**config.mk**
```make
export PLATFORM = sky130hd
export DESIGN_NAME = uart_mem_bridge
export DESIGN_NICKNAME = d
export VERILOG_FILES = /design/src/rtl/uart_mem_bridge.sv
export SDC_FILE = /design/constraint.sdc
export NUM_CORES = 1
export LEC_CHECK = 0
export ABC_CLOCK_PERIOD_IN_PS = 2800
export BUFFER_PORTS_ARGS = -buffer_cell sky130_fd_sc_hd__buf_4
export CAP_MARGIN = 20
export CELL_PAD_IN_SITES_DETAIL_PLACEMENT = 0
export CELL_PAD_IN_SITES_GLOBAL_PLACEMENT = 1
export CORE_ASPECT_RATIO = 0.6
export CORE_MARGIN = 2
export CORE_UTILIZATION = 47
export CTS_BUF_LIST = sky130_fd_sc_hd__clkbuf_8
export DETAILED_ROUTE_END_ITERATION = 6
export HOLD_SLACK_MARGIN = 0.06
export PLACE_DENSITY_LB_ADDON = 0.1
export SLEW_MARGIN = 20
export SYNTH_ARGS = -nofsm -noshare
export SYNTH_HDL_FRONTEND = slang
export SYNTH_SLANG_ARGS = --single-unit
export TNS_END_PERCENT = 100
```
**constraint.sdc**
```tcl
create_clock -name clk -period 2.8 [get_ports clk]
set_clock_uncertainty 0.1 [all_clocks]
set_input_delay 0.28 -clock clk [delete_from_list [all_inputs] [get_ports clk]]
set_output_delay 0.28 -clock clk [all_outputs]
set_load 0.005 [all_outputs]
```
**src/rtl/uart_mem_bridge.sv**
```systemverilog
// uart_mem_bridge
// Byte-protocol bridge between a byte-wide UART core and a synchronous
// single-port memory. A frame is CMD, ADDR_BYTES address bytes (MSB first)
// and a LEN byte. The burst is LEN+1 words. A write frame carries the data
// words, each MSB first, and is acknowledged with ACK_BYTE. A read frame is
// answered with the data words, each MSB first. An unknown command byte is
// answered with NAK_BYTE. If the gap between received bytes inside a frame
// reaches TIMEOUT_CYCLES, the frame is dropped.
//
// Ports
//   clk, rst_n      system clock, asynchronous active-low reset
//   rx_data         received byte, valid while rx_ready is high
//   rx_ready        one-cycle pulse per received byte
//   tx_ready        UART transmitter idle
//   tx_buff         byte to transmit, held from the start pulse to the next one
//   tx_start_trans  one-cycle transmit start pulse, only while tx_ready is high
//   addr            memory address
//   dout            memory write data
//   din             memory read data, valid RD_LATENCY cycles after rd
//   wr, rd          one-cycle memory write and read strobes
//   busy            high whenever the bridge is not idle
module uart_mem_bridge #(
    parameter int         ADDR_WIDTH     = 16,
    parameter int         DATA_WIDTH     = 8,
    parameter logic [7:0] READ_CMD       = 8'h00,
    parameter logic [7:0] WRITE_CMD      = 8'hFF,
    parameter logic [7:0] ACK_BYTE       = 8'hA5,
    parameter logic [7:0] NAK_BYTE       = 8'h5A,
    parameter int         RD_LATENCY     = 1,
    parameter int         TIMEOUT_CYCLES = 1000000
) (
    input  logic                  clk,
    input  logic                  rst_n,
    input  logic [7:0]            rx_data,
    input  logic                  rx_ready,
    input  logic                  tx_ready,
    output logic [7:0]            tx_buff,
    output logic                  tx_start_trans,
    output logic [ADDR_WIDTH-1:0] addr,
    output logic [DATA_WIDTH-1:0] dout,
    input  logic [DATA_WIDTH-1:0] din,
    output logic                  wr,
    output logic                  rd,
    output logic                  busy
);

    localparam int ADDR_BYTES = ADDR_WIDTH / 8;
    localparam int DATA_BYTES = DATA_WIDTH / 8;
    localparam int TO_W       = $clog2(TIMEOUT_CYCLES + 1);

    typedef enum logic [3:0] {
        IDLE, GET_ADDR, GET_LEN, GET_DATA, MEM_WR, MEM_RD, RD_WAIT, TX_SEND, TX_WAIT
    } state_t;

    state_t state, next_state;

    logic                  is_write;  // latched command of the current frame
    logic                  tx_resp;   // byte in tx_buff is ACK/NAK, not read data
    logic                  tx_hold;   // first TX_WAIT cycle, tx_ready not yet meaningful
    logic [7:0]            len;
    logic [8:0]            word_cnt;  // must reach 256 for LEN=255
    logic [2:0]            byte_cnt;  // byte index within address, data word or tx word
    logic [2:0]            lat_cnt;
    logic [TO_W-1:0]       tout_cnt;
    logic [DATA_WIDTH-1:0] rd_shift;  // remaining bytes of the word being transmitted

    logic in_frame, tout_hit, addr_last, data_last, word_last, lat_done, tx_done;

    // NOTE: every signal driven from always_comb gets a default at the top, so
    // no path through the case statement can leave it unassigned and infer a latch.
    always_comb begin
        in_frame  = (state == GET_ADDR) || (state == GET_LEN) || (state == GET_DATA);
        tout_hit  = in_frame && !rx_ready && (tout_cnt == TO_W'(TIMEOUT_CYCLES - 1));
        addr_last = (byte_cnt == 3'(ADDR_BYTES - 1));
        data_last = (byte_cnt == 3'(DATA_BYTES - 1));
        word_last = (word_cnt == {1'b0, len});
        lat_done  = (lat_cnt == 3'(RD_LATENCY - 1));
        tx_done   = !tx_hold && tx_ready;
    end

    always_ff @(posedge clk or negedge rst_n) begin
        if (!rst_n) state <= IDLE;
        else        state <= next_state;
    end

    // Strobes are decoded from the state register, so they are exactly one
    // cycle wide and drop the instant reset clears the state.
    always_comb begin
        next_state     = state;
        wr             = 1'b0;
        rd             = 1'b0;
        tx_start_trans = 1'b0;
        busy           = (state != IDLE);
        case (state)
            IDLE: begin
                if (rx_ready) begin
                    if (rx_data == READ_CMD || rx_data == WRITE_CMD) next_state = GET_ADDR;
                    else                                             next_state = TX_SEND;
                end
            end
            GET_ADDR: begin
                if (tout_hit)                    next_state = IDLE;
                else if (rx_ready && addr_last)  next_state = GET_LEN;
            end
            GET_LEN: begin
                if (tout_hit)      next_state = IDLE;
                else if (rx_ready) next_state = is_write ? GET_DATA : MEM_RD;
            end
            GET_DATA: begin
                if (tout_hit)                    next_state = IDLE;
                else if (rx_ready && data_last)  next_state = MEM_WR;
            end
            MEM_WR: begin
                wr         = 1'b1;
                next_state = word_last ? TX_SEND : GET_DATA;
            end
            MEM_RD: begin
                rd         = 1'b1;
                next_state = RD_WAIT;
            end
            RD_WAIT: begin
                if (lat_done) next_state = TX_SEND;
            end
            TX_SEND: begin
                if (tx_ready) begin
                    tx_start_trans = 1'b1;
                    next_state     = TX_WAIT;
                end
            end
            TX_WAIT: begin
                if (tx_done) begin
                    if (tx_resp)         next_state = IDLE;
                    else if (!data_last) next_state = TX_SEND;
                    else if (word_last)  next_state = IDLE;
                    else                 next_state = MEM_RD;
                end
            end
            default: next_state = IDLE;
        endcase
    end

    // NOTE: sequential state uses non-blocking assignments only, so every
    // register samples pre-edge values regardless of statement order.
    always_ff @(posedge clk or negedge rst_n) begin
        if (!rst_n) begin
            is_write <= 1'b0;
            tx_resp  <= 1'b0;
            tx_hold  <= 1'b0;
            len      <= '0;
            word_cnt <= '0;
            byte_cnt <= '0;
            lat_cnt  <= '0;
            tout_cnt <= '0;
            rd_shift <= '0;
            tx_buff  <= '0;
            addr     <= '0;
            dout     <= '0;
        end else begin
            // Idle-gap counter runs only while a frame is being received.
            if (!in_frame || rx_ready) tout_cnt <= '0;
            else                       tout_cnt <= tout_cnt + 1'b1;

            case (state)
                IDLE: begin
                    if (rx_ready) begin
                        byte_cnt <= '0;
                        word_cnt <= '0;
                        is_write <= (rx_data == WRITE_CMD);
                        if (rx_data != READ_CMD && rx_data != WRITE_CMD) begin
                            tx_buff <= NAK_BYTE;
                            tx_resp <= 1'b1;
                        end
                    end
                end
                GET_ADDR: begin
                    if (rx_ready) begin
                        addr     <= (addr << 8) | ADDR_WIDTH'(rx_data);
                        byte_cnt <= addr_last ? 3'd0 : byte_cnt + 1'b1;
                    end
                end
                GET_LEN: begin
                    if (rx_ready) len <= rx_data;
                end
                GET_DATA: begin
                    if (rx_ready) begin
                        dout     <= (dout << 8) | DATA_WIDTH'(rx_data);
                        byte_cnt <= data_last ? 3'd0 : byte_cnt + 1'b1;
                    end
                end
                MEM_WR: begin
                    addr     <= addr + 1'b1;
                    word_cnt <= word_cnt + 1'b1;
                    if (word_last) begin
                        tx_buff <= ACK_BYTE;
                        tx_resp <= 1'b1;
                    end
                end
                MEM_RD: begin
                    lat_cnt <= '0;
                end
                RD_WAIT: begin
                    if (lat_done) begin
                        tx_buff  <= din[DATA_WIDTH-1 -: 8];
                        rd_shift <= din << 8;
                        byte_cnt <= '0;
                        tx_resp  <= 1'b0;
                    end else begin
                        lat_cnt <= lat_cnt + 1'b1;
                    end
                end
                TX_SEND: begin
                    if (tx_ready) tx_hold <= 1'b1;
                end
                TX_WAIT: begin
                    tx_hold <= 1'b0;
                    if (tx_done && !tx_resp) begin
                        if (!data_last) begin
                            tx_buff  <= rd_shift[DATA_WIDTH-1 -: 8];
                            rd_shift <= rd_shift << 8;
                            byte_cnt <= byte_cnt + 1'b1;
                        end else begin
                            addr     <= addr + 1'b1;
                            word_cnt <= word_cnt + 1'b1;
                            byte_cnt <= '0;
                        end
                    end
                end
                default: ;
            endcase
        end
    end

endmodule

```
# Yosys cells after proc, flatten, opt, wreduce, memory -nomap -nowiden
# Cells that the tools add are included.
# totals
reg_bits,90
latch_bits,0
ram_bits,0
mem_bits_ro,0
in_bits,20
out_inout_bits,36
elab_cells,146
memories,0
# op_classes
add_sub_neg,5
mul,0
div_mod_pow,0
magnitude_cmp,0
eq_ne,28
shifts,0
mux,58
bitwise,1
n_reduce_logical,41
# ops
cell,n
8-bit 2-to-1 mux,9
16-bit 2-to-1 mux,3
16-bit one-hot mux with 3 select lines,1
3-bit 2-to-1 mux,14
4-bit 2-to-1 mux,10
4-bit one-hot mux with 9 select lines,1
8-bit one-hot mux with 4 select lines,1
9-bit 2-to-1 mux,3
9-bit one-hot mux with 3 select lines,1
"2-bit inequality test, second input constant",12
"20-bit by 1-bit adder with 20-bit output, second input constant",1
"20-bit == test, second input constant",1
20-bit 2-to-1 mux,1
"16-bit by 1-bit adder with 16-bit output, second input constant",1
"4-bit by 3-bit == test with 1-bit output, second input constant",4
16-bit by 8-bit bitwise OR with 16-bit output,1
8-bit one-hot mux with 2 select lines,1
3-bit one-hot mux with 5 select lines,1
7-bit AND reduction,2
4-bit AND reduction,3
2-bit AND reduction,5
"9-bit by 1-bit adder with 9-bit output, second input constant",1
9-bit by 8-bit == test with 1-bit output,1
1-bit 2-to-1 mux,9
other kinds (25),46

# Depth between registers and ports, before layout
# logic_depth
ltp_word,7
ltp_mapped,8
ltp_nobuf,7

# Worst setup path before layout
# OpenSTA, ideal clock, no wires.
# synth_timing
path_type,flip-flop to flip-flop
startpoint,register state[3]
endpoint,register state[1]
setup_ps,125
arrival_time_ps,1805
required_ps,2575
path_slack_ps,771
stages_incl_launch_ff,8
path_buffers,2
synth_period_minus_slack_ps,2029
path_cell_list,dfrtp_1 -> buf_2 -> clkbuf_1 -> nor3_1 -> nand4_1 -> o2bb2ai_1 -> and2_1 -> mux2_2
# synth_between
elab_chain_cells,7
elab_cells_between_ends,25
classes_between,eq/ne: 15; mux: 4; reduce/logical: 6
# synth_lines
element,line_no,source
from (decl),55,"state_t state, next_state;"
from (signal assigned),83,else state <= next_state;
4-bit by 1-bit == test with 1-bit output or 4-bit by 2-bit == test with 1-bit output (tied branches),"72, 94",
1-bit logical OR (2 in series),72,in_frame = (state == GET_ADDR) || (state == GET_LEN) || (state == GET_DATA);
1-bit logical AND (2 in series),73,tout_hit = in_frame && !rx_ready && (tout_cnt == TO_W'(TIMEOUT_CYCLES - 1));
"3-bit by 2-bit inequality test with 1-bit output (no line), or another cell as far along",--,
7-bit AND reduction (no line) or 4-bit one-hot mux with 9 select lines (tied branches),--,
# Parallel ways exist; a longest one is shown, timed or not.
# A chain may end at the register's enable or synchronous reset.

# Worst setup path after layout
# layout_timing
startpoint,register state[0]
endpoint,register byte_cnt[2]
# layout_between
elab_chain_cells,3
elab_cells_between_ends,13
classes_between,eq/ne: 9; mux: 1; reduce/logical: 3
# layout_lines
element,line_no,source
"4-bit by 1-bit == test with 1-bit output, or another cell as far along",163,case (state)
5-bit nonzero test (no line) or 2-bit inequality test (tied branches),--,
6-bit AND reduction (no line),--,
to (signal assigned),178,byte_cnt <= addr_last ? 3'd0 : byte_cnt + 1'b1;
to (signal assigned),187,byte_cnt <= data_last ? 3'd0 : byte_cnt + 1'b1;
to (signal assigned),220,byte_cnt <= byte_cnt + 1'b1;
to (decl),62,logic [2:0] byte_cnt;
# Parallel ways exist; a longest one is shown, timed or not.

==> impl_metrics.yaml <==
setup_path:
  path_max_fanout: 9
  required_ns: 2.96
  regToRegSetupSlack_ns: 0.33
  cp-end-kind: "flop"
  crit_type: "reg -> reg"
  cp.arrival_ns: 2.63
  cp-start-kind: "flop"
global_routing:
  grt_antenna_before_repair: 0
  grt_max_degree: 45
  overflow: 0
  grt_pass1_vias: 3570
  grt_pass1_wl_mm: 19.8
  grt_usage: 0.240
clocking:
  clock_path_buffers: 2
  cts.sinks: 82
  cts.clk_slew.worst_paths_ns: 0.09
  cts-root-buf: "clkbuf_8"
  htree_levels: 3
  cts_tree: "done"
  cts_buffers: 9
  cts_resized: 0
  clock_latency_ns: 0.36
sta:
  min_period_ns: 2.47
  hold_viol_final: 0
  period_share: 0.883
  clock.fmax_mhz: 405
  setup_viol: 0
  relSlewSlack: 0.452
  worst_pin_slew_ns: 0.810
  tns_ns: 0
  slew_violations: 0
  rsz0062_at_grt: "no"
floorplanning:
  num_rows: 28
  die_h_um: 81.0
  io_pins: 56
  core-area_sq_mm: 0.00974
  die_area_sq_mm: 0.0107
  start_util: 0.477
  die_x_um: 132
finish:
  fill_cells: 906
  multiInputGateArea_sq_mm: 0.00242
  diodes: 0
  seq_area_sq_mm: 0.00205
  nNetsFinal: 584
  synthToLayoutAreaGrowth_pct: 17.6
  final_cells: 696
  final_layout_size_suffix_gt1_frac: 0.205
synthesis:
  netlist_top_cells_count: "dfrtp_1, a21oi_1, nor2_1, nand2_1, o21ai_0"
  synth_flop_cell: "dfrtp_1"
  synth.cell_area_sq_mm: 0.00465
  syn_nets: 526
  async_reset_ff_frac: 1.00
  ys_seq_area_frac: 0.441
  yosysMostFrequentCell: "dfrtp_1"
  yosys_register_bits: 82
  ys_types: 60
  synth_top_area_cell: "dfrtp_1"
  synth_edf_count: 0
  synth_top_area_frac: 0.441
  synth_area_leaders: "dfrtp_1, a21oi_1, mux2_2"
  syn_inst: 498
  syn_area_per_cell_sq_um: 9.34
  ys_warn_count: 0
place:
  portBuffers: 55
  hpwlAfterDp_mm: 9.13
  gp_congestion: 0.933
  dp.cells: 679
detailed_routing:
  top_layer: "met4"
  post_drt_wl_per_cell_um: 17.3
  via_per_inst: 5.59
  drt_iter0_markers: 296
  wl_met2_mm: 4.22
  dr_total_vias: 3893
  wl_met1_mm: 6.76
  drc: 0
  ant_nets: 0
  drt_wl_total_mm: 12.0
  dr_wl_met3_um: 977
  dr.pass1.iters: 6
run:
  drv_cap: 0
min_path:
  hold_path_class: "in -> reg"
power_and_ir_drop:
  p_per_area_mw_per_mm2: 986
  power.leakage_nw: 2.33
  peakVddDrop_mv: 0.353
status:
  status: "complete, no violations"
==> registers in the layout, indices dropped and copies added (netlist names), 3 cells and up <==
register and flops:
tout_cnt 20, lat_cnt 3, addr 16, byte_cnt 3, len 8, state 4, word_cnt 9, tx_buff 8
dout 8
==> critical path, stage by stage (launching register included) <==
cell and delay, ns:
dfrtp_1 0.49, buf_4 0.22, nor4b_1 0.71, a21oi_1 0.11, o32ai_1 0.20, or4b_1 0.47
o311ai_1 0.08
==> power by group <==
part	switching [mW]	internal, mW
registers	0.421	1.54
logic	1.33	1.21
clock network	0.437	0.456
==> kinds of logic (layout without fill, tap and decap cells) <==
family,Yosys count,after routing,synth area share
AND/OR/NAND/NOR,195,195,0.227
AO/OA/AOI/OAI,113,113,0.152
flip-flops,82,82,0.441
buffers and inverters,44,107,0.0398
XOR/XNOR,29,29,0.0546
multiplexers,27,27,0.0640
adder cells (fa/ha/maj),8,8,0.0215
==> cell usage in the layout, fill, tap and decap left out, drive strengths merged, types with 9 or more instances in the layout <==
| master | count |
|---|---|
| dfrtp | 82 |
| and3 | 9 |
| a21oi | 44 |
| nor3 | 10 |
| nor2 | 43 |
| clkbuf | 11 |
| o21ai | 24 |
| inv | 22 |
| xor2 | 10 |
| mux2 | 22 |
| nand2b | 10 |
| buf | 69 |
| xnor2 | 19 |
| nand4 | 10 |
| nand2 | 42 |
| nand3 | 20 |
==> final timing paths <==
path / to / cells after the start / start
min in group asynchronous: word_cnt[8]$_DFFE_PN0P_ / 2 / rst_n
min: len[5]$_DFFE_PN0P_ / 2 / rx_data[5]
min reg2reg: tout_cnt[0]$_DFF_PN0_ / 1 / tout_cnt[0]$_DFF_PN0_
max in group asynchronous: tx_resp$_DFFE_PN0P_ / 3 / rst_n
max reg2reg: byte_cnt[2]$_DFFE_PN0P_ / 6 / state[0]$_DFFE_PN0P_
max: byte_cnt[2]$_DFFE_PN0P_ / 6 / state[0]$_DFFE_PN0P_
==> through the flow <==
step | instance area (sq um) | utilization | hold WS, ns | worst slack (ns) | power (mW)
final | 5470 | 0.561 | 0.100 | 0.328 | 5.39
after floorplan | 4650 | - | -0.116 | 0.771 | 3.52
after CTS | 5470 | 0.561 | 0.0852 | 0.453 | 5.38
after detailed placement | 5250 | 0.539 | 0.193 | 0.477 | 4.47
after global placement | 5250 | 0.539 | 0.197 | 0.402 | 4.44
after global routing | 5470 | 0.561 | 0.0957 | 0.265 | 5.79
==> repair_timing <==
action / in CTS / in global routing
endpoints found under the hold margin: 38 / 0
setup buffers: 0 / 0
hold buffers: 1 / 0
==> cell type report <==
cell class                 count  area share
sequential                    82       0.375
inverter                      21      0.0144
clock inverter                 5     0.00984
multi-input combinational    372       0.443
clock buffer                  11      0.0277
tap                          135      0.0309
timing repair buffer          70      0.0989
==> routing by layer <==
layer  vias up  track usage
met5         -            0
met3         9       0.0705
met1      1844        0.402
li1       1909            -
met2       131        0.279
met4         0       0.0602
(Power assumes the default switching activity.)
